`config.mk`:
```
export PLATFORM = sky130hd
export DESIGN_NAME = candidate_buffer_flat
export DESIGN_NICKNAME = d
export VERILOG_FILES = /design/src/rtl/candidate_buffer_pkg.sv /design/src/rtl/candidate_buffer_if.sv /design/src/rtl/candidate_fifo.sv /design/src/rtl/candidate_buffer.sv /design/src/flat_wrapper.sv
export SDC_FILE = /design/constraint.sdc
export NUM_CORES = 1
export LEC_CHECK = 0
export ABC_CLOCK_PERIOD_IN_PS = 13600
export CAP_MARGIN = 20
export CORE_AREA = 4 4 239 171
export CTS_BUF_LIST = sky130_fd_sc_hd__clkbuf_16
export DETAILED_ROUTE_END_ITERATION = 6
export DIE_AREA = 0 0 243 175
export GPL_TIMING_DRIVEN = 0
export PLACE_DENSITY = 0.73
export SYNTH_ARGS = -nofsm -noshare
export SYNTH_HDL_FRONTEND = slang
export SYNTH_HIERARCHICAL = 1
export SYNTH_SLANG_ARGS = --single-unit
```
`constraint.sdc`:
```
create_clock -name clk_fpga -period 13.6 [get_ports clk_fpga]
set_input_delay 2.04 -clock clk_fpga [delete_from_list [all_inputs] [get_ports clk_fpga]]
set_output_delay 2.04 -clock clk_fpga [all_outputs]
set_load 0.05 [all_outputs]
```
`src/rtl/candidate_buffer_pkg.sv`:
```
// Shared types for the candidate buffer: FSM states, candidate record, counter limit.
// Latency: n/a (types only).
// Backpressure: n/a.
package candidate_buffer_pkg;

    localparam int COORD_W = 12;
    localparam int STAT_W  = 16;

    localparam logic [STAT_W-1:0] STAT_MAX = '1;

    typedef enum logic [1:0] {
        IDLE   = 2'd0,
        ACTIVE = 2'd1,
        DRAIN  = 2'd2
    } state_t;

    typedef struct packed {
        logic [COORD_W-1:0] x;
        logic [COORD_W-1:0] y;
    } cand_t;

endpackage

```
`src/rtl/candidate_buffer_if.sv`:
```
// Candidate hit strobe, second-phase valid/ready handshake and frame statistics.
// Latency: n/a (wiring only).
// Backpressure: i_ready from the second phase throttles head entry consumption.
interface candidate_buffer_if #(
    parameter int DATA_WIDTH_12 = 12,
    parameter int DATA_WIDTH_16 = 16,
    parameter int ADDR_WIDTH    = 4
);
    logic                     i_frame_start;
    logic                     i_frame_end;
    logic                     i_candidate;
    logic [DATA_WIDTH_12-1:0] i_scale_xcoord;
    logic [DATA_WIDTH_12-1:0] i_scale_ycoord;
    logic                     o_valid;
    logic                     i_ready;
    logic [DATA_WIDTH_12-1:0] o_xcoord;
    logic [DATA_WIDTH_12-1:0] o_ycoord;
    logic [ADDR_WIDTH:0]      o_count;
    logic                     o_full;
    logic                     o_empty;
    logic [DATA_WIDTH_16-1:0] o_frame_candidates;
    logic [DATA_WIDTH_16-1:0] o_merged_count;
    logic                     o_overflow;
    logic                     o_frame_done;

    modport master (
        output i_frame_start, i_frame_end, i_candidate, i_scale_xcoord, i_scale_ycoord, i_ready,
        input  o_valid, o_xcoord, o_ycoord, o_count, o_full, o_empty,
               o_frame_candidates, o_merged_count, o_overflow, o_frame_done
    );

    modport slave (
        input  i_frame_start, i_frame_end, i_candidate, i_scale_xcoord, i_scale_ycoord, i_ready,
        output o_valid, o_xcoord, o_ycoord, o_count, o_full, o_empty,
               o_frame_candidates, o_merged_count, o_overflow, o_frame_done
    );

endinterface

```
`src/rtl/candidate_fifo.sv`:
```
// Show-ahead candidate FIFO with flush; head is visible whenever the FIFO is non-empty.
// Latency: 1 cycle push-to-head, no bypass.
// Backpressure: push into a full FIFO only succeeds alongside a pop; pop on empty is ignored.
module candidate_fifo
    import candidate_buffer_pkg::*;
#(
    parameter int DEPTH  = 16,
    parameter int ADDR_W = 4
) (
    input  logic            clk_fpga,
    input  logic            reset_fpga,
    input  logic            flush,
    input  logic            push,
    input  cand_t           push_dat,
    input  logic            pop,
    output cand_t           head_dat,
    output logic            head_vld,
    output logic [ADDR_W:0] count,
    output logic            full,
    output logic            empty
);

    localparam logic [ADDR_W:0] DEPTH_C = (ADDR_W+1)'(DEPTH);

    cand_t             mem [DEPTH];
    logic [ADDR_W-1:0] wr_ptr;
    logic [ADDR_W-1:0] rd_ptr;
    logic              pop_ok;
    logic              push_ok;

    assign empty    = (count == '0);
    assign full     = (count == DEPTH_C);
    assign head_vld = !empty;
    // Head reads zero when empty so the outputs stay defined after reset/flush.
    assign head_dat = empty ? '0 : mem[rd_ptr];
    assign pop_ok   = pop && !empty;
    assign push_ok  = push && (!full || pop_ok);

    always_ff @(posedge clk_fpga or negedge reset_fpga) begin
        if (!reset_fpga) begin
            wr_ptr <= '0;
            rd_ptr <= '0;
            count  <= '0;
        end else if (flush) begin
            wr_ptr <= '0;
            rd_ptr <= '0;
            count  <= '0;
        end else begin
            if (push_ok) wr_ptr <= wr_ptr + ADDR_W'(1);
            if (pop_ok)  rd_ptr <= rd_ptr + ADDR_W'(1);
            case ({push_ok, pop_ok})
                2'b10:   count <= count + (ADDR_W+1)'(1);
                2'b01:   count <= count - (ADDR_W+1)'(1);
                default: count <= count;
            endcase
        end
    end

    always_ff @(posedge clk_fpga) begin
        if (push_ok && !flush) mem[wr_ptr] <= push_dat;
    end

endmodule

```
`src/rtl/candidate_buffer.sv`:
```
// Drops near-duplicate first-phase hits, queues the rest for the second phase, tracks frame stats.
// Latency: 1 cycle from accepted hit to o_valid; o_frame_done 1 cycle after an empty DRAIN.
// Backpressure: o_valid/i_ready on the head; hits arriving with no space are lost and flag o_overflow.
module candidate_buffer
    import candidate_buffer_pkg::*;
#(
    parameter int DATA_WIDTH_12 = 12,
    parameter int DATA_WIDTH_16 = 16,
    parameter int FIFO_DEPTH    = 16,
    parameter int ADDR_WIDTH    = 4,
    parameter int MERGE_DIST    = 2
) (
    input  logic               clk_fpga,
    input  logic               reset_fpga,
    candidate_buffer_if.slave  bus
);

    localparam logic [DATA_WIDTH_12:0] MERGE_LIM = (DATA_WIDTH_12+1)'(MERGE_DIST);

    state_t                     state;
    state_t                     state_nxt;
    logic                       done_nxt;
    logic [DATA_WIDTH_12-1:0]   last_x;
    logic [DATA_WIDTH_12-1:0]   last_y;
    logic                       last_vld;
    logic [DATA_WIDTH_16-1:0]   frame_cands;
    logic [DATA_WIDTH_16-1:0]   merged_cnt;
    logic                       overflow;
    logic                       frame_done;
    cand_t                      head_dat;
    cand_t                      hit_dat;
    logic                       fifo_full;
    logic                       fifo_empty;
    logic                       pop;
    logic                       hit;
    logic                       dup;
    logic                       want_push;
    logic                       push;
    logic                       lost;
    logic signed [DATA_WIDTH_12:0] dx_s;
    logic signed [DATA_WIDTH_12:0] dy_s;
    logic [DATA_WIDTH_12:0]     dx;
    logic [DATA_WIDTH_12:0]     dy;

    assign pop  = bus.o_valid && bus.i_ready;
    assign hit  = (state == ACTIVE) && bus.i_candidate && !bus.i_frame_start;

    assign dx_s = $signed({1'b0, bus.i_scale_xcoord}) - $signed({1'b0, last_x});
    assign dy_s = $signed({1'b0, bus.i_scale_ycoord}) - $signed({1'b0, last_y});
    assign dx   = dx_s[DATA_WIDTH_12] ? $unsigned(-dx_s) : $unsigned(dx_s);
    assign dy   = dy_s[DATA_WIDTH_12] ? $unsigned(-dy_s) : $unsigned(dy_s);

    assign dup       = hit && last_vld && (dx <= MERGE_LIM) && (dy <= MERGE_LIM);
    assign want_push = hit && !dup;
    assign push      = want_push && (!fifo_full || pop);
    assign lost      = want_push && !push;
    assign hit_dat   = '{x: bus.i_scale_xcoord, y: bus.i_scale_ycoord};

    candidate_fifo #(
        .DEPTH  (FIFO_DEPTH),
        .ADDR_W (ADDR_WIDTH)
    ) u_fifo (
        .clk_fpga   (clk_fpga),
        .reset_fpga (reset_fpga),
        .flush      (bus.i_frame_start),
        .push       (push),
        .push_dat   (hit_dat),
        .pop        (pop),
        .head_dat   (head_dat),
        .head_vld   (bus.o_valid),
        .count      (bus.o_count),
        .full       (fifo_full),
        .empty      (fifo_empty)
    );

    assign bus.o_xcoord           = head_dat.x;
    assign bus.o_ycoord           = head_dat.y;
    assign bus.o_full             = fifo_full;
    assign bus.o_empty            = fifo_empty;
    assign bus.o_frame_candidates = frame_cands;
    assign bus.o_merged_count     = merged_cnt;
    assign bus.o_overflow         = overflow;
    assign bus.o_frame_done       = frame_done;

    // Last-hit register only follows accepted pushes, so merges compare against queued entries.
    always_ff @(posedge clk_fpga or negedge reset_fpga) begin
        if (!reset_fpga) begin
            last_x      <= '0;
            last_y      <= '0;
            last_vld    <= 1'b0;
            frame_cands <= '0;
            merged_cnt  <= '0;
            overflow    <= 1'b0;
        end else if (bus.i_frame_start) begin
            last_x      <= '0;
            last_y      <= '0;
            last_vld    <= 1'b0;
            frame_cands <= '0;
            merged_cnt  <= '0;
            overflow    <= 1'b0;
        end else begin
            if (push) begin
                last_x   <= bus.i_scale_xcoord;
                last_y   <= bus.i_scale_ycoord;
                last_vld <= 1'b1;
                if (frame_cands != STAT_MAX) frame_cands <= frame_cands + DATA_WIDTH_16'(1);
            end
            if (dup && (merged_cnt != STAT_MAX)) merged_cnt <= merged_cnt + DATA_WIDTH_16'(1);
            if (lost) overflow <= 1'b1;
        end
    end

    always_ff @(posedge clk_fpga or negedge reset_fpga) begin
        if (!reset_fpga) begin
            state      <= IDLE;
            frame_done <= 1'b0;
        end else begin
            state      <= state_nxt;
            frame_done <= done_nxt;
        end
    end

    always_comb begin
        state_nxt = state;
        done_nxt  = 1'b0;
        if (bus.i_frame_start) begin
            state_nxt = ACTIVE;
        end else begin
            case (state)
                ACTIVE:  if (bus.i_frame_end) state_nxt = DRAIN;
                DRAIN: begin
                    if (fifo_empty) begin
                        state_nxt = IDLE;
                        done_nxt  = 1'b1;
                    end
                end
                default: state_nxt = state;
            endcase
        end
    end

endmodule

```
`src/flat_wrapper.sv`:
```
// flat-port wrapper written by rule: the top's interface ports become plain ports
module candidate_buffer_flat import candidate_buffer_pkg::*;
#(
    parameter int DATA_WIDTH_12 = 12,
    parameter int DATA_WIDTH_16 = 16,
    parameter int FIFO_DEPTH    = 16,
    parameter int ADDR_WIDTH    = 4,
    parameter int MERGE_DIST    = 2
)
  (clk_fpga, reset_fpga, bus_i_frame_start, bus_i_frame_end, bus_i_candidate, bus_i_scale_xcoord, bus_i_scale_ycoord, bus_i_ready, bus_o_valid, bus_o_xcoord, bus_o_ycoord, bus_o_count, bus_o_full, bus_o_empty, bus_o_frame_candidates, bus_o_merged_count, bus_o_overflow, bus_o_frame_done);
  candidate_buffer_if #(.DATA_WIDTH_12(DATA_WIDTH_12), .DATA_WIDTH_16(DATA_WIDTH_16), .ADDR_WIDTH(ADDR_WIDTH)) bus_i ();
  input  logic clk_fpga;
  input  logic reset_fpga;
  input wire logic [$bits(bus_i.i_frame_start)-1:0] bus_i_frame_start;
  input wire logic [$bits(bus_i.i_frame_end)-1:0] bus_i_frame_end;
  input wire logic [$bits(bus_i.i_candidate)-1:0] bus_i_candidate;
  input wire logic [$bits(bus_i.i_scale_xcoord)-1:0] bus_i_scale_xcoord;
  input wire logic [$bits(bus_i.i_scale_ycoord)-1:0] bus_i_scale_ycoord;
  input wire logic [$bits(bus_i.i_ready)-1:0] bus_i_ready;
  output wire logic [$bits(bus_i.o_valid)-1:0] bus_o_valid;
  output wire logic [$bits(bus_i.o_xcoord)-1:0] bus_o_xcoord;
  output wire logic [$bits(bus_i.o_ycoord)-1:0] bus_o_ycoord;
  output wire logic [$bits(bus_i.o_count)-1:0] bus_o_count;
  output wire logic [$bits(bus_i.o_full)-1:0] bus_o_full;
  output wire logic [$bits(bus_i.o_empty)-1:0] bus_o_empty;
  output wire logic [$bits(bus_i.o_frame_candidates)-1:0] bus_o_frame_candidates;
  output wire logic [$bits(bus_i.o_merged_count)-1:0] bus_o_merged_count;
  output wire logic [$bits(bus_i.o_overflow)-1:0] bus_o_overflow;
  output wire logic [$bits(bus_i.o_frame_done)-1:0] bus_o_frame_done;
  assign bus_i.i_frame_start = bus_i_frame_start;
  assign bus_i.i_frame_end = bus_i_frame_end;
  assign bus_i.i_candidate = bus_i_candidate;
  assign bus_i.i_scale_xcoord = bus_i_scale_xcoord;
  assign bus_i.i_scale_ycoord = bus_i_scale_ycoord;
  assign bus_i.i_ready = bus_i_ready;
  assign bus_o_valid = bus_i.o_valid;
  assign bus_o_xcoord = bus_i.o_xcoord;
  assign bus_o_ycoord = bus_i.o_ycoord;
  assign bus_o_count = bus_i.o_count;
  assign bus_o_full = bus_i.o_full;
  assign bus_o_empty = bus_i.o_empty;
  assign bus_o_frame_candidates = bus_i.o_frame_candidates;
  assign bus_o_merged_count = bus_i.o_merged_count;
  assign bus_o_overflow = bus_i.o_overflow;
  assign bus_o_frame_done = bus_i.o_frame_done;
  candidate_buffer #(.DATA_WIDTH_12(DATA_WIDTH_12), .DATA_WIDTH_16(DATA_WIDTH_16), .FIFO_DEPTH(FIFO_DEPTH), .ADDR_WIDTH(ADDR_WIDTH), .MERGE_DIST(MERGE_DIST)) u_core (.clk_fpga(clk_fpga), .reset_fpga(reset_fpga), .bus(bus_i));
endmodule
```
==> results.ini, run 1 <==
[min_path]
min_path_cells = 1
hp-start = u_core/state[0]
whs_endpoint = u_core/bus.o_frame_done
hold_class = reg2reg

[critical_path]
cp.arrival_ns = 8.51
worst_setup_path_start_kind = input pin
r2r_setup_slack_ns = 7.44
crit_slowest_cell = nor2_4
cp.required_ns = 13.77
crit_fanout = 24
worstPathCellList = clkdlybuf4s50_1 -> inv_1 -> ha_1 -> fa_1 -> nand2b_2 -> a211oi_4 -> o22ai_1 -> xnor2_2 -> or4_4 -> nor4_1 -> o21ai_1 -> nand3_1 -> o31a_1 -> nand2_2 -> buf_4 -> inv_1 -> clkbuf_1 -> o31a_4 -> nand2_1 -> nor2_4
max_stage_delay_ns = 0.88
end_kind = flip-flop
reg2reg_depth = 18
worst_r2r_endpoint = u_core/u_fifo/mem[9][7]
worst-setup-path-type = in2reg
reg2reg_from = u_core/last_y[0]
path_common_cell = inv_1

[routing]
viasPerCell = 6.38
antenna_left = 0
drtPass1Iterations = 7
drcViolationCount = 0
detail_route.wl_per_cell_um = 25.0
dr.first_iter.drc_count = 1359
route.vias.total = 13000
wl_um = 51100

[finish]
final_area_mm2 = 0.0244
syn2layout_area_growth_pct = 16.8
fillCellCount = 2692
multi_input_area_mm2 = 0.00713
final_common_cell = edfxtp_1
drive_above_1_share_pct = 17.5
seq_area_mm2 = 0.0134
layout.nets = 1576
layout_common_cells = edfxtp_1, mux4_2, clkdlybuf4s50_1
num_antenna_cells = 0

[clocking]
postCtsSetupRepairBufs = 0
clk_pin_slew_ns = 0.06
cts_tree = yes
clock_sinks = 458
hold_buffers = 0
ctsResizeCount = 0
clk_path_buf_depth = 3
htreeDepth = 2
cts_root_buffer = clkbuf_16
clkLatencyLatePin_ns = 0.56
cts_inserted_buffers = 44

[pwr]
combPwrFrac_pct = 31.2
p_leak_nw = 8.13
p_sw_share_pct = 32.2
ir_worst_vdd_mv = 0.139
power.density_mw_per_mm2 = 166
p_seq_share_pct = 38.6
p_clk_share_pct = 30.3
switchingPower_w = 0.00130
p_int_w = 0.00274

[grt]
grt_pass1_vias = 12700
antenna_found_initial = 1
grt_max_degree = 65
grt_pass1_wl_um = 78800
overflow = 0
groute.usage.overall_pct = 24.1

[yosys]
ys_types = 90
ys_seq_area_share_pct = 64.0
syn_area_per_cell_um2 = 15.4
mappedNetlistArea_mm2 = 0.0209
postSynth.asyncResetShare_pct = 16.2
synth_edf_count = 384
syn-num-nets = 1421
yosysWarnings = 6
ys_ff_latch = 458
synth_flop_cell = edfxtp_1
syn_inst = 1354

[sta]
worstMarginPinSlew_ns = 1.09
setup_viol = 0
rsz0062_at_grt = false
fmax_ghz = 0.120
hold_viol_final = 0
setup_tns_ns = 0
slew_viol_final = 0
period_share_pct = 61.4
slew_headroom_pct = 27.4
period_minus_slack_ns = 8.35
fin_skew_ns = 0.0165

[floorplanning]
io_pins = 96
fp-row-count = 60
die_area_mm2 = 0.0425
die_h_um = 175
start_util_pct = 54.6
die_x_um = 243
core_mm2 = 0.0383

[place]
port_buffers = 94
dp.final_hpwl_um = 33900
gp_congestion = 0.886
post_dp_cell_area_mm2 = 0.0230

[outcome]
status = finished clean

[flow_run]
max_cap_viol_count = 0

[cells in the mapped netlist (all sizes together), types with 4 or more instances]
library cell	count	area share, %
nor3	19	0.50
a21o	7	0.25
o2111ai	4	0.17
dfrtp	74	8.9
nand2b	12	0.37
nand4b	4	0.17
nand4	12	0.36
o311ai	5	0.28
a211oi	7	0.34
o21ai	42	1.0
nor2	89	1.7
nor4	8	0.27
xor2	13	0.58
a311oi	4	0.17
edfxtp	384	55
buf	34	1.0
o41ai	4	0.20
xnor2	11	0.53
mux2i	62	3.0
mux4	96	10
nor2b	15	0.48
nand3b	8	0.29
mux2	31	1.7
and3	11	0.33
ha	34	2.0
a31oi	5	0.15
o22ai	27	0.81
nand3	38	0.91
o211ai	12	0.43
or2	8	0.24
or3	19	0.57
o31ai	7	0.25
nand2	56	1.0
a21oi	46	1.2
o21a	10	0.37
or4	8	0.32
a21boi	4	0.14
inv	48	0.86
and2	6	0.18
clkbuf	30	0.54
[routing by layer]
layer	wire, um	GRT usage [%]	vias to the layer above
met4	710	4.11	2
met5	13	0	-
met2	22400	35.3	621
met3	4950	5.20	55
li1	-	-	5658
met1	23000	38.0	6674
[critical path, delay by kind of cell]
| family | cells | cell delay, ns |
|---|---|---|
| AND/OR/NAND/NOR | 7 | 2.61 |
| buffers and inverters | 5 | 1.67 |
| AO/OA/AOI/OAI | 5 | 1.26 |
| adder cells (fa/ha/maj) | 2 | 0.66 |
| XOR/XNOR | 1 | 0.23 |
[flip-flops by register name, indices dropped and copies added, names as in the netlist]
signal                         count
u_core/u_fifo/mem                384
u_core/bus.o_frame_candidates     16
u_core/bus.o_merged_count         16
u_core/last_x                     12
u_core/last_y                     12
u_core/u_fifo/count                5
u_core/u_fifo/rd_ptr               4
u_core/u_fifo/wr_ptr               4
u_core/state                       2
u_core/bus.o_frame_done            1
u_core/bus.o_overflow              1
u_core/last_vld                    1
[cells by family after synthesis]
family                   Yosys count  synth area share (%)
AO/OA/AOI/OAI                    214                  7.14
XOR/XNOR                          24                  1.11
adder cells (fa/ha/maj)           37                  2.32
buffers and inverters            113                  2.42
flip-flops                       458                  64.0
multiplexers                     189                  15.0
AND/OR/NAND/NOR                  319                  7.97
[how the worst max path moves through the flow]
| stage | startpoint | to | slack (ns) | cells past startpoint |
|---|---|---|---|---|
| final | bus_i_scale_ycoord[0] | u_core/u_fifo/mem[9][7] | 5.25 | 20 |
| after global routing | bus_i_scale_ycoord[0] | u_core/u_fifo/count[4] | 4.79 | 24 |
| after CTS | bus_i_scale_ycoord[0] | u_core/u_fifo/mem[2][4] | 5.32 | 20 |
| after detailed placement | bus_i_scale_ycoord[0] | u_core/u_fifo/mem[2][8] | 4.75 | 20 |
| after global placement | bus_i_scale_ycoord[0] | u_core/u_fifo/mem[12][10] | 3.54 | 20 |
| after floorplan | bus_i_scale_ycoord[0] | u_core/u_fifo/mem[0][0] | 6.54 | 19 |
[power by group through the flow]
stage	logic, W	registers (W)	clock network, W
finish	0.00126	0.00156	0.00122
global route	0.00134	0.00156	0.00132
CTS	0.00126	0.00156	0.00125
detailed placement	0.00125	0.00159	0
global placement	0.00123	0.00159	0
floorplan	0.000871	0.00161	0
[final cells by class]
cell class / count / area share (%)
Timing Repair Buffer: 109 / 5.42
Multi-Input combinational cell: 783 / 29.2
Sequential cell: 458 / 54.8
Tap cell: 496 / 2.54
Inverter: 49 / 0.753
Clock inverter: 36 / 1.41
Buffer: 64 / 1.32
Clock buffer: 44 / 4.51
[stage by stage]
stage	setup WS (ns)	instances	hold slack, ns	utilization (%)	power (W)
floorplan	6.54	1354	0.427	-	0.00248
global placement	3.54	1944	0.445	58.7	0.00281
detailed placement	4.75	1958	0.452	59.9	0.00284
CTS	5.32	2038	0.461	63.7	0.00407
global route	4.79	2039	0.486	63.8	0.00422
finish	5.25	2039	0.459	63.8	0.00404
No activity file was read; power rests on OpenSTA's default activity.
==> run 2, diff against run 1 <==
Settings changed: ABC_CLOCK_PERIOD_IN_PS 13600 to 7000, PLACE_DENSITY 0.73 to 0.76.
Clock period 13.6 ns to 7 ns, I/O delays scaled along.
==> run 2 against run 1 <==
Against the previous run: cell count increased by 0.59%; sequential power increased by 94%; register-to-register slack got worse by 6.5 ns; combinational power increased by 97%; design area increased by 0.38%; clock power increased by 81%; routed wire length increased by 3.9%; first-iteration DRC count increased by 18%; global-route usage increased by 0.60 points.
==> results.ini, run 2 (same netlist as run 1, synthesis figures left out) <==
[routing]
route.vias.total = 13200
antenna_left = 0
detail_route.wl_per_cell_um = 25.9
viasPerCell = 6.42
drcViolationCount = 0
wl_um = 53100
dr.first_iter.drc_count = 1602
drtPass1Iterations = 6

[finish]
layout.nets = 1595
seq_area_mm2 = 0.0134
num_antenna_cells = 0
stdcell_count = 2051
regMostFlops = u_core/u_fifo/mem
final_common_cell = edfxtp_1
multi_input_area_mm2 = 0.00724
largest_reg_flops = 384
layout_common_cells = edfxtp_1, mux4_2, clkdlybuf4s50_1
syn2layout_area_growth_pct = 17.2
fillCellCount = 2705
drive_above_1_share_pct = 18.8

[pwr]
p_sw_share_pct = 33.0
fin_total_pwr_w = 0.00772
ir_worst_vdd_mv = 0.286
p_leak_nw = 8.23
switchingPower_w = 0.00255
p_seq_share_pct = 39.3
p_int_w = 0.00517
combPwrFrac_pct = 32.1
power.density_mw_per_mm2 = 315
p_clk_share_pct = 28.6

[critical_path]
end_kind = flip-flop
worst_setup_path_start_kind = input pin
cp.arrival_ns = 7.12
cp.required_ns = 7.49
worst-setup-path-type = in2reg
crit_fanout = 17

[outcome]
status = finished clean

[clocking]
cts_inserted_buffers = 44
clock_sinks = 458
htreeDepth = 2
clk_pin_slew_ns = 0.06
hold_buffers = 0
clkLatencyLatePin_ns = 0.57
cts_root_buffer = clkbuf_16
cts_tree = yes
clk_path_buf_depth = 3

[grt]
antenna_found_initial = 0
grt_pass1_wl_um = 80100
groute.usage.overall_pct = 24.7
overflow = 0
grt_max_degree = 65
grt_pass1_vias = 13100

[floorplanning]
die_h_um = 175
fp-row-count = 60
die_x_um = 243
die_area_mm2 = 0.0425
core_mm2 = 0.0383
start_util_pct = 54.6
io_pins = 96

[sta]
rsz0062_at_grt = false
hold_viol_final = 0
period_share_pct = 94.8
setup_viol = 0
fmax_ghz = 0.151
slew_viol_final = 0
fin_skew_ns = 0.0162
slew_headroom_pct = 28.7
worstMarginPinSlew_ns = 1.07
setup_tns_ns = 0
period_minus_slack_ns = 6.64

[min_path]
hold_class = in2async

[flow_run]
max_cap_viol_count = 0

[place]
gp_congestion = 0.869
dp.final_hpwl_um = 32800
dp.cells = 1953
port_buffers = 94

run 2: cell types whose count changed in the layout (fill, tap and decap cells not counted), sizes merged:
cell           change
clkinv             -5
inv                +2
bufinv             -4
dlymetal6s2s      +10
nor2               +6
buf               +14
clkdlybuf4s50     -14
clkbuf             +3
run 2: repair_timing:
action                     in CTS  in global routing
pin swaps                      10                  9
resized for setup              13                 26
cloned                          6                  0
setup endpoints to repair     283                354
buffers inserted                7                 12
run 2: stage by stage:
step	setup slack [ns]	hold slack (ns)	area, um2	utilization (%)
2_1_floorplan	0.926	0.427	20900	-
3_3_place_gp	-2.07	0.451	22500	58.7
3_5_place_dp	-1.05	0.466	22800	59.5
4_1_cts	0.0541	0.327	24300	63.4
5_1_grt	0.0384	0.335	24500	64.0
6_report	0.363	0.331	24500	64.0
run 2: power by group through the flow:
stage / combinational (W) / clock (W) / sequential [W]
final: 0.00248 / 0.00221 / 0.00303
after floorplan: 0.00169 / 0 / 0.00312
after CTS: 0.00247 / 0.00224 / 0.00303
after global routing: 0.00263 / 0.00236 / 0.00304
after global placement: 0.00239 / 0 / 0.00309
after detailed placement: 0.00244 / 0 / 0.00309
run 2: critical path, cell delays in order:
cell and delay, ns:
buf_2 0.30, inv_1 0.15, ha_1 0.25, fa_1 0.40, nand2b_2 0.27, a211oi_4 0.33, o21a_2 0.23, a2bb2o_4 0.25
or4_4 0.49, o41ai_2 0.21, a21oi_1 0.16, nand2b_1 0.23, o31a_1 0.43, nand2_4 0.22, buf_4 0.27, inv_1 0.06
clkbuf_1 0.24, nor2_2 0.27, inv_1 0.08, fa_1 0.38, nor2b_1 0.29, o21a_1 0.23, o2111ai_1 0.15, a21oi_1 0.16
run 2: final timing paths:
path                            depth (start not counted)             startpoint  slack (ns)                               end
worst max-delay path                                   24  bus_i_scale_ycoord[0]        0.36            u_core/u_fifo/count[4]
worst min-delay path                                    1             reset_fpga        0.33                  u_core/last_y[4]
worst max register to register                         22       u_core/last_y[0]        0.97            u_core/u_fifo/count[4]
worst min register to register                          1        u_core/state[0]        0.48           u_core/bus.o_frame_done
max in group asynchronous                               2             reset_fpga        6.07  u_core/bus.o_frame_candidates[1]
min in group clk_fpga                                   1        u_core/state[0]        0.48           u_core/bus.o_frame_done
run 2: cell type report:
cell class	instances	share of cell area, %
multi-input combinational	789	29.5
inverter	49	0.750
sequential	458	54.6
clock inverter	29	0.832
timing repair buffer	122	5.93
buffer	64	1.32
clock buffer	44	4.49
tap	496	2.53
run 2: per-layer routing:
metal / up-vias / wire length (um) / GRT usage, %
li1: 5695 / - / -
met1: 6722 / 22400 / 37.0
met2: 667 / 24100 / 37.3
met3: 79 / 5650 / 6.21
met4: 0 / 1000 / 4.95
met5: - / 0 / 0
